File: src/rtl/fetch_pkg.sv
// Shared definitions for the instruction fetch stage: default widths,
// the halt opcode, the fetch FSM state type and the FIFO entry layout.
// Optional feature macro used by fetch_stage: FETCH_STAGE_WRAP_EN.
package fetch_pkg;

  localparam int ADDR_W_DEF  = 4;
  localparam int INSTR_W_DEF = 8;

  // Opcode/register pattern that stops the fetch stream
  localparam logic [7:0] HALT_INSTR = 8'hFF;

  typedef enum logic [1:0] {
    ST_FETCH = 2'd0,
    ST_DRAIN = 2'd1,
    ST_HALT  = 2'd2
  } fetch_state_e;

  // One buffered fetch result at the default widths
  typedef struct packed {
    logic [ADDR_W_DEF-1:0]  pc;
    logic [INSTR_W_DEF-1:0] instr;
  } fetch_entry_t;

  // True when the fetched word is the halt opcode
  function automatic logic is_halt_word(input logic [INSTR_W_DEF-1:0] word);
    return (word == HALT_INSTR);
  endfunction

endpackage

File: src/rtl/fetch_fifo.sv
// Two-entry {pc, instr} buffer between fetch and decode.
// Push and pop may happen together, also when full; flush empties it.
// The head reads as zero while the buffer is empty.
module fetch_fifo #(
  parameter int AW = 4,
  parameter int IW = 8
) (
  input  logic          clk,
  input  logic          rst,
  input  logic          push,
  input  logic          pop,
  input  logic          flush,
  input  logic [AW-1:0] push_pc,
  input  logic [IW-1:0] push_instr,
  output logic [1:0]    count,
  output logic [AW-1:0] head_pc,
  output logic [IW-1:0] head_instr
);

  logic [AW-1:0] pc_mem_r    [2];
  logic [IW-1:0] instr_mem_r [2];
  logic          rd_ptr_r;
  logic          wr_ptr_r;
  logic [1:0]    count_r;
  logic          pop_s;
  logic          push_s;

  // Qualify requests: never pop empty, push into a full buffer only alongside a pop
  always_comb begin
    pop_s  = 1'b0;
    push_s = 1'b0;
    if (count_r != 2'd0) begin
      pop_s = pop;
    end else begin
      pop_s = 1'b0;
    end
    if ((count_r != 2'd2) || pop_s) begin
      push_s = push;
    end else begin
      push_s = 1'b0;
    end
  end

  // Storage, pointers and occupancy; flush wins over push/pop
  always_ff @(posedge clk or negedge rst) begin
    if (!rst) begin
      for (int i = 0; i < 2; i++) begin
        pc_mem_r[i]    <= '0;
        instr_mem_r[i] <= '0;
      end
      rd_ptr_r <= 1'b0;
      wr_ptr_r <= 1'b0;
      count_r  <= 2'd0;
    end else if (flush) begin
      rd_ptr_r <= 1'b0;
      wr_ptr_r <= 1'b0;
      count_r  <= 2'd0;
    end else begin
      if (push_s) begin
        pc_mem_r[wr_ptr_r]    <= push_pc;
        instr_mem_r[wr_ptr_r] <= push_instr;
        wr_ptr_r              <= wr_ptr_r + 1'b1;
      end
      if (pop_s) begin
        rd_ptr_r <= rd_ptr_r + 1'b1;
      end
      case ({push_s, pop_s})
        2'b10:   count_r <= count_r + 2'd1;
        2'b01:   count_r <= count_r - 2'd1;
        default: count_r <= count_r;
      endcase
    end
  end

  // Head view, forced to zero while empty so stale data never shows
  always_comb begin
    head_pc    = '0;
    head_instr = '0;
    if (count_r != 2'd0) begin
      head_pc    = pc_mem_r[rd_ptr_r];
      head_instr = instr_mem_r[rd_ptr_r];
    end else begin
      head_pc    = '0;
      head_instr = '0;
    end
  end

  assign count = count_r;

endmodule

File: src/rtl/fetch_stage.sv
// Instruction fetch stage: program counter, FETCH/DRAIN/HALT control and a
// two-entry output buffer feeding decode. Redirect restarts fetch anywhere.
// Macro FETCH_STAGE_WRAP_EN: when defined the pc wraps from the top address
// to 0 and fetch continues; otherwise the top address is the last fetch.
module fetch_stage
  import fetch_pkg::*;
#(
  parameter int ADDR_W  = ADDR_W_DEF,
  parameter int INSTR_W = INSTR_W_DEF
) (
  input  logic               clk,
  input  logic               rst,
  output logic [ADDR_W-1:0]  imem_addr,
  input  logic [INSTR_W-1:0] imem_data,
  input  logic               redirect_valid,
  input  logic [ADDR_W-1:0]  redirect_addr,
  output logic               out_valid,
  output logic [INSTR_W-1:0] out_instr,
  output logic [ADDR_W-1:0]  out_pc,
  input  logic               out_ready,
  output logic               halted
);

  localparam logic [ADDR_W-1:0]  PC_LAST   = {ADDR_W{1'b1}};
  localparam logic [INSTR_W-1:0] HALT_WORD = INSTR_W'(HALT_INSTR);

  fetch_state_e       state_r;
  fetch_state_e       state_nxt_s;
  logic [ADDR_W-1:0]  pc_r;
  logic [ADDR_W-1:0]  pc_nxt_s;
  logic [1:0]         fifo_count_s;
  logic               transfer_s;
  logic               fetch_s;
  logic               flush_s;
  logic               halt_word_s;
  logic               last_pc_s;

  assign transfer_s  = out_valid && out_ready;
  assign halt_word_s = (imem_data == HALT_WORD);

`ifdef FETCH_STAGE_WRAP_EN
  assign last_pc_s = 1'b0;
`else
  assign last_pc_s = (pc_r == PC_LAST);
`endif

  // State and program counter registers
  always_ff @(posedge clk or negedge rst) begin
    if (!rst) begin
      state_r <= ST_FETCH;
      pc_r    <= '0;
    end else begin
      state_r <= state_nxt_s;
      pc_r    <= pc_nxt_s;
    end
  end

  // Next-state, next-pc and buffer control; redirect overrides everything
  always_comb begin
    state_nxt_s = state_r;
    pc_nxt_s    = pc_r;
    fetch_s     = 1'b0;
    flush_s     = 1'b0;
    if (redirect_valid) begin
      flush_s     = 1'b1;
      pc_nxt_s    = redirect_addr;
      state_nxt_s = ST_FETCH;
    end else begin
      case (state_r)
        ST_FETCH: begin
          if ((fifo_count_s != 2'd2) || transfer_s) begin
            fetch_s  = 1'b1;
            pc_nxt_s = pc_r + {{(ADDR_W-1){1'b0}}, 1'b1};
            if (halt_word_s || last_pc_s) begin
              state_nxt_s = ST_DRAIN;
            end else begin
              state_nxt_s = ST_FETCH;
            end
          end else begin
            state_nxt_s = ST_FETCH;
          end
        end
        ST_DRAIN: begin
          if ((fifo_count_s == 2'd0) ||
              ((fifo_count_s == 2'd1) && transfer_s)) begin
            state_nxt_s = ST_HALT;
          end else begin
            state_nxt_s = ST_DRAIN;
          end
        end
        ST_HALT: begin
          state_nxt_s = ST_HALT;
        end
        default: begin
          flush_s     = 1'b1;
          state_nxt_s = ST_FETCH;
        end
      endcase
    end
  end

  fetch_fifo #(
    .AW(ADDR_W),
    .IW(INSTR_W)
  ) u_fifo (
    .clk        (clk),
    .rst        (rst),
    .push       (fetch_s),
    .pop        (transfer_s),
    .flush      (flush_s),
    .push_pc    (pc_r),
    .push_instr (imem_data),
    .count      (fifo_count_s),
    .head_pc    (out_pc),
    .head_instr (out_instr)
  );

  assign imem_addr = pc_r;
  assign out_valid = (fifo_count_s != 2'd0);
  assign halted    = (state_r == ST_HALT);

endmodule

File: config.mk
export PLATFORM = sky130hd
export DESIGN_NAME = fetch_stage
export DESIGN_NICKNAME = d
export VERILOG_FILES = /design/src/rtl/fetch_pkg.sv /design/src/rtl/fetch_fifo.sv /design/src/rtl/fetch_stage.sv
export SDC_FILE = /design/constraint.sdc
export NUM_CORES = 1
export LEC_CHECK = 0
export CAP_MARGIN = 20
export CORE_ASPECT_RATIO = 0.75
export CORE_MARGIN = 2
export CORE_UTILIZATION = 40
export CTS_CLUSTER_DIAMETER = 60
export CTS_CLUSTER_SIZE = 12
export DETAILED_ROUTE_END_ITERATION = 16
export GPL_ROUTABILITY_DRIVEN = 0
export PLACE_DENSITY_LB_ADDON = 0.08
export SLEW_MARGIN = 5
export SYNTH_ARGS = -nofsm -noshare
export SYNTH_HDL_FRONTEND = slang
export SYNTH_HIERARCHICAL = 1
export SYNTH_SLANG_ARGS = --single-unit
export TNS_END_PERCENT = 20
File: constraint.sdc
create_clock -name clk -period 5.9 [get_ports clk]
set_input_delay 1.18 -clock clk [delete_from_list [all_inputs] [get_ports clk]]
set_output_delay 1.18 -clock clk [all_outputs]
set_load 0.05 [all_outputs]
Yosys cells after proc, flatten, opt, wreduce, memory -nomap -nowiden --
Index checks and enable logic that the tools add are counted.
Operators by class: bitwise gates (word level) 3, reduce and logical (&&, ||, !) cells 18, equality and inequality tests 8, mux-type cells 35, $lt $le $gt $ge 3, $add $sub $neg 5
Operator list (number):
- two-way mux 8 bit | 5
- two-way mux 4 bit | 8
- bitwise mux 16 bit | 1
- two-way mux 1 bit | 12
- nonzero test 2 bit | 5
- bitwise mux 8 bit | 1
- demux 8 bit (select 1 bit) | 1
- == test 8 bit, second input constant | 1
- two-way mux 2 bit | 4
- == test 2 x 1 -> 1 bit, second input constant | 3
- one-hot mux 2 bit (3 select lines) | 1
- adder 4 x 1 -> 4 bit, second input constant | 1
- demux 4 bit (select 1 bit) | 1
- == test 2 bit, second input constant | 2
- == test 4 bit, second input constant | 1
- >= comparator 2 bit, second input constant | 2
- zero test 2 bit | 2
- logical OR 1 bit | 4
- inverter 1 -> 2 bit | 2
- one-hot mux 2 bit (2 select lines) | 1
- AND reduction 2 bit | 2
- logical AND 1 bit | 3
- nonzero test 3 bit | 1
- OR reduction 3 bit | 1
- 6 further kinds | 7
Storage, ports and cells: output and inout port bits 18, word-level logic and storage cells 81, register bits 34, bits of input ports 16

Depth between registers and ports, before layout --
Gate-level depths: netlist (run 1).
word-level depth 10, depth in mapped cells 7, depth with buffers taken out 6

Cells and area by module --
The synthesis (run 1) kept the hierarchy.
Modules (own cells, without submodules):
- fetch_fifo | cells an instance 103, area each 1340.0 um2, sequential area each 700.7 um2, times used 1
- fetch_stage | cells an instance 49, area each 405.4 um2, sequential area each 150.1 um2, times used 1

Worst setup path before layout (run 1) --
No wires, ideal clock.
path type in2reg, start input redirect_valid, end register u_fifo/instr_mem_r[10] (netlist bit), setup time 0.125 ns, required time 5.775 ns, data arrival time 2.688 ns, path slack 3.087 ns, stages on the path 7, path buffers 3, cell sequence clkbuf_1 -> inv_1 -> nand2_1 -> or4b_1 -> buf_2 -> buf_6 -> mux2_4
On the way: word-level cells in the longest chain between the ends 3, elaborated cells on any way between the ends 5, classes of those cells 3 x mux; 1 x bitwise; 1 x reduce/logical
Ends and longest elaborated chain:
- from (decl) | line fetch_stage.sv:15 | input logic redirect_valid,
- two-way mux 1 bit | line fetch_stage.sv:64 | if (redirect_valid) begin
- named net flush_s | line fetch_stage.sv:34 | logic flush_s;
- inverter 1 bit (no line)
- AND reduction 2 bit (no line)
- to (signal, indexed assignment) | line fetch_fifo.sv:61 | instr_mem_r[wr_ptr_r] <= push_instr;
- to (decl) | line fetch_fifo.sv:21 | logic [IW-1:0] instr_mem_r [2];
The timed path passes the listed nets, and every way through them passes these cells. A chain may end at the register's enable or synchronous reset.

Worst setup path after layout (run 1) --
start register u_fifo.count_r[1], in the netlist u_fifo/count[1], end output out_pc[2]
On the way: word-level cells in the longest chain between the ends 2
Ends and longest elaborated chain:
- from (decl) | line fetch_fifo.sv:24 | logic [1:0] count_r;
- from (signal assigned) | line fetch_fifo.sv:68 | 2'b10: count_r <= count_r + 2'd1;
- from (signal assigned) | line fetch_fifo.sv:69 | 2'b01: count_r <= count_r - 2'd1;
- from (signal assigned) | line fetch_fifo.sv:70 | default: count_r <= count_r;
- nonzero test 2 bit | line fetch_fifo.sv:79 | if (count_r != 2'd0) begin
- two-way mux 4 bit | line fetch_fifo.sv:79
- to (decl) | line fetch_stage.sv:19 | output logic [ADDR_W-1:0] out_pc,
No other way between the ends.

==> impl_metrics.csv, run 1 <==
group,metric,value,unit
grt,grt_overflow_total,0,
layout,drive_gt1_frac,0.195,
worst_setup_path,crit_path_frequent_cell,"nor2_1",
power_and_ir_drop,internal_power,0.564,mW
synth,synth_warnings,6,
worst_setup_path,critical_path.max_stage_delay,0.79,ns
grt,antenna_found_initial,0,
synth,seq_area_frac_synth,0.487,
power_and_ir_drop,pwr-share-seq,0.425,
worst_setup_path,path_buf_inv,1,
hold_path,hold_class,"register to register",
power_and_ir_drop,p_sw,0.314,mW
worst_setup_path,worstSetupPathType,"register to output pin",
layout,mostFrequentLayoutCells,"dfrtp_1, clkdlybuf4s50_1, nor2_1, mux2_2, mux2i_1",
clock_tree,clockRootBuffer,"clkbuf_8",
floorplan,pin_count,34,
synth,avgSynthCellArea,11.5,sq um
grt,grt_pass1_vias,1252,
timing,fin_crit,3.62,ns
floorplan,num_rows,20,
placement,io_buffers,33,
power_and_ir_drop,pwr-share-clk,0.190,
worst_setup_path,path_cells,"nor2_1, nor2_1, clkdlybuf4s50_1",
timing,tns,0,ns
placement,place_hpwl,2650,um
synth,ys_async_sr_fraction,1.00,
grt,grt_pass1_wl,6250,um
timing,rsz0062_at_grt,"no",
floorplan,die_h,61.2,um
worst_setup_path,end_kind,"output pin",
synth,synth_area,1750,sq um
clock_tree,cts_buffers,5,
layout,n_antenna_cell,0,
synth,synth_edf_count,0,
grt,grt_max_degree,35,
timing,finalCritPeriodShare,0.614,
power_and_ir_drop,peakVddDrop,0.229,mV
drt,drt_iter0_drc,64,
drt,wl,3830,um
clock_tree,clkSlewWorstSetupHoldPaths,0.07,ns
clock_tree,cts_num_sinks,34,
synth,yosys-top-cells-area,"dfrtp_1, mux2_2, mux2_4, mux2i_1, nor2_1",
drt,route.detailed.drc,0,
power_and_ir_drop,power_density,399,nW/um^2
drt,wl_per_cell,15.9,um
power_and_ir_drop,combPwrFrac,0.384,
synth,yosys.area.top_type,"dfrtp_1",
timing,tightest_slew,0.964,ns
clock_tree,ctsResizeCount,0,
timing,drv_slew,0,
layout,final_common_cell,"dfrtp_1",
grt,grtUsageTotal,0.168,
synth,synth_top_cell_area_share,0.487,
worst_setup_path,crit_required,4.72,ns
worst_setup_path,cp_slowest_cell,"nor2_1",
floorplan,core,4130,sq um
layout,area_growth,26.2,%
synth,ys.flop_type,"dfrtp_1",
flow_run,max_cap_viol_count,0,
drt,num_vias,1290,
floorplan,fp.dieW,80.3,um
timing,setup_viol,0,
worst_setup_path,arrival,2.44,ns
clock_tree,clk_latency,0.27,ns
timing,fmax,0.276,GHz
worst_setup_path,path_max_fanout,13,
clock_tree,cts_buffer_depth,2,
timing,setup_slack,2.28,ns
clock_tree,cts_tree,"done",
layout,fillers,382,
synth,synth_nets,169,
run_status,outcome,"completed",
worst_setup_path,startpoint_type,"register",
synth,ys_types,37,
drt,postRouteAntennaNets,0,
placement,pre_cts_ws,2.18,ns
timing,finalClockSkew,0.00375,ns
layout,final_nets,203,
power_and_ir_drop,p_leak,0.915,nW
synth,syn_inst,152,
worst_setup_path,cp_top_family,"simple AND/OR/NAND/NOR gates",
timing,max_slew_margin,0.355,
synth,ys_seq_elements,34,
clock_tree,hold_buffers,0,
clock_tree,htreeDepth,2,
clock_tree,cts_setup_buffers,0,
timing,finalHoldViolCount,0,
drt,viasPerCell,5.38,
floorplan,initial_utilization,0.423,
floorplan,dieArea,4910,sq um
drt,drtPass1Iterations,6,
power_and_ir_drop,switching_share,0.358,
## final cells by class
cell class	count	area (sq um)	share of cell area
flip-flops and latches	34	851	0.386
multi-input cells	107	847	0.385
repair buffers	34	338	0.153
clock buffers	6	82.6	0.0375
well taps	55	68.8	0.0313
inverters	4	15.0	0.00682
## metrics by stage
| step | instances | util | instance area (sq um) | power, mW | hold WS (ns) |
|---|---|---|---|---|---|
| 2_1_floorplan | 152 | - | 1750 | 0.610 | 0.479 |
| 3_3_place_gp | 234 | 0.513 | 2120 | 0.707 | 0.488 |
| 3_5_place_dp | 234 | 0.513 | 2120 | 0.716 | 0.493 |
| 4_1_cts | 240 | 0.533 | 2200 | 0.887 | 0.508 |
| 5_1_grt | 240 | 0.533 | 2200 | 0.928 | 0.524 |
| 6_report | 240 | 0.533 | 2200 | 0.879 | 0.505 |
## Yosys cell counts, types with 2 or more instances
cell and instances:
nand3_1 4, nor2b_1 3, o21a_1 3, o21ai_0 3, a21oi_1 4, a31oi_1 2, nand2b_1 2, xor2_1 2
nand2_1 5, buf_2 3, mux2i_1 13, mux2_4 9, nor3b_1 2, dfrtp_1 34, nor2_1 20, inv_1 4
mux2_2 15, nand4_1 3, clkbuf_1 3
## power by group through the flow
stage               Clock [mW]  Sequential [mW]  Combinational (mW)
global placement             0            0.373               0.334
CTS                      0.173            0.373               0.341
floorplan                    0            0.373               0.238
global route             0.182            0.384               0.362
detailed placement           0            0.377               0.338
finish                   0.167            0.374               0.338
## cell families after synthesis
logic type               Yosys count  share of synthesized area
flip-flops                        34                      0.487
buffers and inverters             11                     0.0301
adder cells (fa/ha/maj)            1                    0.00717
multiplexers                      37                      0.249
AND/OR/NAND/NOR                   50                      0.151
AO/OA/AOI/OAI                     17                     0.0652
XOR/XNOR                           2                     0.0100
## registers in the layout, summed over array words and instances (netlist names)
name / count
u_fifo/pc_mem_r: 8
u_fifo/rd_ptr_r: 1
u_fifo/instr_mem_r: 16
u_fifo/count: 2
u_fifo/wr_ptr_r: 1
imem_addr: 4
state_r: 2
## worst paths after layout
check,endpoint,startpoint,slack [ns],depth (start not counted)
min reg2reg,u_fifo/pc_mem_r[4]$_DFFE_PN0P_,u_fifo/pc_mem_r[4]$_DFFE_PN0P_,0.51,1
min in group asynchronous,imem_addr[2]$_DFFE_PN0P_,rst,1.31,2
max,out_pc[2],u_fifo/count[1]$_DFFE_PN0P_,2.28,3
max in group asynchronous,u_fifo/instr_mem_r[5]$_DFFE_PN0P_,rst,4.27,2
min,u_fifo/pc_mem_r[4]$_DFFE_PN0P_,u_fifo/pc_mem_r[4]$_DFFE_PN0P_,0.51,1
max reg2reg,u_fifo/instr_mem_r[13]$_DFFE_PN0P_,u_fifo/count[1]$_DFFE_PN0P_,3.25,5
## metal layers
metal,vias up,GRT usage,share of wire
met5,-,0,0
met4,0,0.0436,0.0039
met3,2,0.0425,0.041
met2,25,0.271,0.47
met1,656,0.231,0.49
li1,607,-,-
Power figures use the tool's default switching activity.
==> inputs of run 2 (changes only) <==
clock period = 3.26 ns   (was 5.9 ns; I/O delays follow)
==> impl_metrics.csv, run 2 (synthesized netlist as in run 1, its figures left out) <==
group,metric,value,unit
floorplan,dieArea,4910,sq um
power_and_ir_drop,peakVddDrop,0.387,mV
timing,tightest_slew,0.913,ns
drt,postRouteAntennaNets,0,
worst_setup_path,crit_required,2.61,ns
worst_setup_path,worstSetupPathType,"register to output pin",
layout,mostFrequentLayoutCells,"dfrtp_1, clkdlybuf4s50_1, nor2_1, mux2_2, mux2i_1",
drt,viasPerCell,5.18,
layout,area_growth,28.8,%
grt,grt_overflow_total,0,
worst_setup_path,r2r_slack,0.97,ns
placement,io_buffers,33,
layout,post-route-util,0.545,
floorplan,fp.dieW,80.3,um
layout,final_nets,208,
floorplan,initial_utilization,0.423,
timing,finalCritPeriodShare,0.940,
grt,grt_pass1_wl,6380,um
clock_tree,clk_latency,0.28,ns
drt,wl_per_cell,15.4,um
clock_tree,htreeDepth,2,
worst_setup_path,rr_worst_depth,7,
worst_setup_path,path_max_fanout,12,
worst_setup_path,r2r-start,"u_fifo/count[1]$_DFFE_PN0P_",
drt,route.detailed.drc,0,
worst_setup_path,arrival,2.41,ns
clock_tree,hold_buffers,0,
floorplan,die_h,61.2,um
worst_setup_path,startpoint_type,"register",
timing,finalClockSkew,0.00446,ns
timing,drv_slew,0,
hold_path,hold_depth,1,
grt,grt_pass1_vias,1339,
drt,wl,3800,um
clock_tree,cts_num_sinks,34,
hold_path,min_to,"u_fifo/instr_mem_r[2]$_DFFE_PN0P_",
clock_tree,cts_buffers,5,
timing,setup_slack,0.196,ns
grt,grtUsageTotal,0.174,
hold_path,hold_class,"register to register",
grt,antenna_found_initial,0,
timing,fin_crit,3.06,ns
timing,finalHoldViolCount,0,
clock_tree,cts_tree,"done",
drt,drt_iter0_drc,67,
clock_tree,ctsResizeCount,0,
hold_path,min_from,"u_fifo/instr_mem_r[2]$_DFFE_PN0P_",
placement,place_hpwl,2690,um
floorplan,num_rows,20,
drt,num_vias,1280,
drt,drtPass1Iterations,4,
floorplan,core,4130,sq um
floorplan,pin_count,34,
worst_setup_path,end_kind,"output pin",
placement,pre_cts_ws,0.384,ns
layout,max_flop_register,"u_fifo/instr_mem_r",
flow_run,max_cap_viol_count,0,
clock_tree,cts_setup_buffers,0,
clock_tree,clockRootBuffer,"clkbuf_8",
layout,n_antenna_cell,0,
clock_tree,clkSlewWorstSetupHoldPaths,0.07,ns
grt,grt_max_degree,35,
clock_tree,cts_buffer_depth,2,
worst_setup_path,r2r_end,"u_fifo/instr_mem_r[11]$_DFFE_PN0P_",
power_and_ir_drop,power_density,713,nW/um^2
timing,tns,0,ns
timing,setup_viol,0,
layout,fillers,368,
power_and_ir_drop,p_leak,0.945,nW
layout,drive_gt1_frac,0.219,
run_status,outcome,"completed",
timing,hold_ws,0.509,ns
timing,rsz0062_at_grt,"no",
layout,final_common_cell,"dfrtp_1",
timing,max_slew_margin,0.389,
timing,fmax,0.326,GHz
layout,largest_reg_flops,16,
[run 2: changes by cell type in the layout (fill, tap and decap cells not counted)]
| cell | change |
|---|---|
| buf_4 | +5 |
| clkbuf_1 | +1 |
| clkinv_2 | +1 |
[run 2: critical path, cell delays in order (launching register included)]
cell and delay (ns):
dfrtp_1 0.50, nor2_1 0.74, nor2_1 0.15, clkdlybuf4s50_1 0.74
[run 2: where the power goes]
group | internal (mW) | switching (mW) | leakage, nW
clock network | 0.170 | 0.145 | 0.0482
registers | 0.570 | 0.0942 | 0.413
logic | 0.294 | 0.330 | 0.484
[run 2: layer usage]
metal  part of all wire  routed length [um]  up-vias  global-route usage
met5                  0                   0        -                   0
met3              0.047                 178        5              0.0440
met4             0.0097                  37        0              0.0823
li1                   -                   -      620                   -
met2               0.44                1690       35               0.262
met1               0.50                1900      620               0.241
[run 2: per-stage QoR]
stage	total power [mW]	cells	instance area (sq um)
final	1.60	247	2250
after detailed placement	1.30	239	2160
after global routing	1.71	247	2250
after global placement	1.28	239	2160
after CTS	1.62	247	2250
after floorplan	1.10	152	1750
[run 2: final cells by class]
class	count	area (sq um)	share of cell area
clock inverters	1	5.00	0.00223
inverters	4	15.0	0.00668
flip-flops and latches	34	851	0.378
repair buffers	39	375	0.167
well taps	55	68.8	0.0306
multi-input cells	107	847	0.377
clock buffers	7	86.3	0.0384
[run 2: worst max-delay path by stage]
stage | startpoint | endpoint | slack, ns | cells past startpoint
after floorplan | redirect_valid | u_fifo/instr_mem_r[10]$_DFFE_PN0P_ | 0.98 | 7
after global routing | u_fifo/count[0]$_DFFE_PN0P_ | out_pc[2] | 0.04 | 3
after global placement | out_ready | u_fifo/instr_mem_r[10]$_DFFE_PN0P_ | 0.46 | 7
final | u_fifo/count[0]$_DFFE_PN0P_ | out_pc[2] | 0.20 | 3
after CTS | u_fifo/count[0]$_DFFE_PN0P_ | out_pc[2] | 0.17 | 3
after detailed placement | out_ready | u_fifo/instr_mem_r[1]$_DFFE_PN0P_ | 0.38 | 7
==> inputs of run 3 (changes only) <==
CORE_UTILIZATION = 46   (was 40)
==> impl_metrics.csv, run 3 (synthesized netlist as in run 1, its figures left out) <==
group,metric,value,unit
placement,io_buffers,33,
clock_tree,cts_setup_buffers,0,
clock_tree,clockRootBuffer,"clkbuf_8",
drt,drtPass1Iterations,4,
clock_tree,cts_tree,"done",
floorplan,initial_utilization,0.480,
drt,wl,3560,um
floorplan,fp.dieW,75.1,um
worst_setup_path,cp_top_family,"buffers and inverters",
worst_setup_path,critical_path.max_stage_delay,0.81,ns
worst_setup_path,worstSetupPathType,"register to output pin",
power_and_ir_drop,pwr-share-clk,0.231,
floorplan,pin_count,34,
worst_setup_path,crit_path_frequent_cell,"nor2_1",
floorplan,core,3640,sq um
worst_setup_path,path_max_fanout,13,
timing,max_slew_margin,0.661,
worst_setup_path,cp_slowest_cell,"clkdlybuf4s50_1",
clock_tree,cts_buffer_depth,2,
worst_setup_path,end_kind,"output pin",
power_and_ir_drop,p_leak,0.940,nW
clock_tree,ctsResizeCount,0,
power_and_ir_drop,finalPower,1.67,mW
placement,place_hpwl,2510,um
drt,drt_iter0_drc,75,
timing,rsz0062_at_grt,"no",
layout,area_growth,29.2,%
timing,drv_slew,0,
clock_tree,hold_buffers,0,
grt,antenna_found_initial,0,
clock_tree,clk_latency,0.29,ns
timing,tns,0,ns
power_and_ir_drop,internal_power,1.09,mW
clock_tree,cts_num_sinks,34,
grt,met3_usage,0.0530,
layout,max_flop_register,"u_fifo/instr_mem_r",
floorplan,num_rows,19,
layout,drive_gt1_frac,0.215,
drt,num_vias,1246,
clock_tree,clkSlewWorstSetupHoldPaths,0.07,ns
layout,largest_reg_flops,16,
run_status,outcome,"completed",
grt,grt_max_degree,35,
hold_path,hold_class,"register to register",
power_and_ir_drop,switching_share,0.348,
drt,wl_per_cell,14.6,um
timing,finalClockSkew,0.00762,ns
layout,mostFrequentLayoutCells,"dfrtp_1, clkdlybuf4s50_1, nor2_1, mux2_2, mux2i_1",
grt,grtUsageMet2,0.263,
worst_setup_path,arrival,2.05,ns
timing,fin_crit,2.70,ns
floorplan,dieArea,4310,sq um
power_and_ir_drop,power_density,742,nW/um^2
worst_setup_path,path_buf_inv,2,
power_and_ir_drop,pwr-share-seq,0.398,
drt,route.detailed.drc,0,
timing,fmax,0.370,GHz
grt,grt_pass1_vias,1195,
power_and_ir_drop,combPwrFrac,0.371,
grt,grt_overflow_total,0,
timing,setup_viol,0,
timing,finalHoldViolCount,0,
power_and_ir_drop,peakVddDrop,0.559,mV
worst_setup_path,startpoint_type,"register",
worst_setup_path,path_cells,"nor2_1, buf_4, nor2_1, clkdlybuf4s50_1",
layout,n_antenna_cell,0,
layout,post-route-util,0.620,
grt,gr-usage-met1,0.279,
drt,postRouteAntennaNets,0,
timing,tightest_slew,0.507,ns
grt,grt_pass1_wl,5840,um
clock_tree,cts_buffers,5,
layout,final_nets,207,
timing,finalCritPeriodShare,0.829,
grt,grtUsageTotal,0.185,
floorplan,die_h,57.3,um
drt,viasPerCell,5.13,
grt,grt-busiest-layer,"met1",
power_and_ir_drop,p_sw,0.582,mW
worst_setup_path,crit_required,2.61,ns
clock_tree,htreeDepth,2,
flow_run,max_cap_viol_count,0,
layout,final_common_cell,"dfrtp_1",
[run 3: changes by cell type in the layout (fill, tap and decap cells not counted), sizes merged]
cell / delta
clkbuf: -2
clkinvlp: +2
buf: -1
bufinv: +1
clkinv: -1
[run 3: layer usage]
metal / wire length (um) / vias up
met5: 0 / -
met4: 33 / 0
met3: 151 / 4
met2: 1510 / 27
met1: 1870 / 599
li1: - / 616
[run 3: power groups by stage]
stage | logic, mW | registers [mW] | clock network (mW)
after global routing | 0.663 | 0.691 | 0.415
after detailed placement | 0.623 | 0.673 | 0
after floorplan | 0.430 | 0.674 | 0
after global placement | 0.614 | 0.668 | 0
final | 0.620 | 0.666 | 0.387
after CTS | 0.626 | 0.667 | 0.395
[run 3: final timing paths]
kind | startpoint | to | slack (ns) | cells past startpoint
min in group asynchronous | rst | u_fifo/instr_mem_r[10]$_DFFE_PN0P_ | 0.78 | 2
hold reg to reg | u_fifo/instr_mem_r[3]$_DFFE_PN0P_ | u_fifo/instr_mem_r[3]$_DFFE_PN0P_ | 0.51 | 1
hold / removal | u_fifo/instr_mem_r[3]$_DFFE_PN0P_ | u_fifo/instr_mem_r[3]$_DFFE_PN0P_ | 0.51 | 1
setup reg to reg | u_fifo/count[1]$_DFFE_PN0P_ | u_fifo/instr_mem_r[9]$_DFFE_PN0P_ | 0.91 | 6
setup / recovery | u_fifo/count[1]$_DFFE_PN0P_ | out_instr[5] | 0.56 | 4
max in group asynchronous | rst | u_fifo/pc_mem_r[7]$_DFFE_PN0P_ | 2.17 | 2
[run 3: metrics by stage]
step	worst slack (ns)	hold WS (ns)	cell area, sq um	std cells
after floorplan	0.975	0.356	1750	152
after global placement	0.461	0.490	2140	235
final	0.558	0.511	2250	243
after CTS	0.540	0.514	2250	243
after detailed placement	0.382	0.497	2140	235
after global routing	0.442	0.529	2250	243
[run 3: worst reg2reg max path: cells and delay by family, from the launching register on]
| family | cells | cell delay [ns] |
|---|---|---|
| multiplexers | 1 | 0.31 |
| buffers and inverters | 1 | 0.23 |
| AND/OR/NAND/NOR | 4 | 1.19 |
| flip-flops | 1 | 0.50 |
[run 3: cell type report]
type | instances | area [sq um]
Sequential cell | 34 | 851
Clock inverter | 3 | 45.0
Timing Repair Buffer | 38 | 368
Multi-Input combinational cell | 107 | 842
Tap cell | 52 | 65.1
Clock buffer | 5 | 68.8
Fill cell | 295 | 1380
Inverter | 4 | 15.0
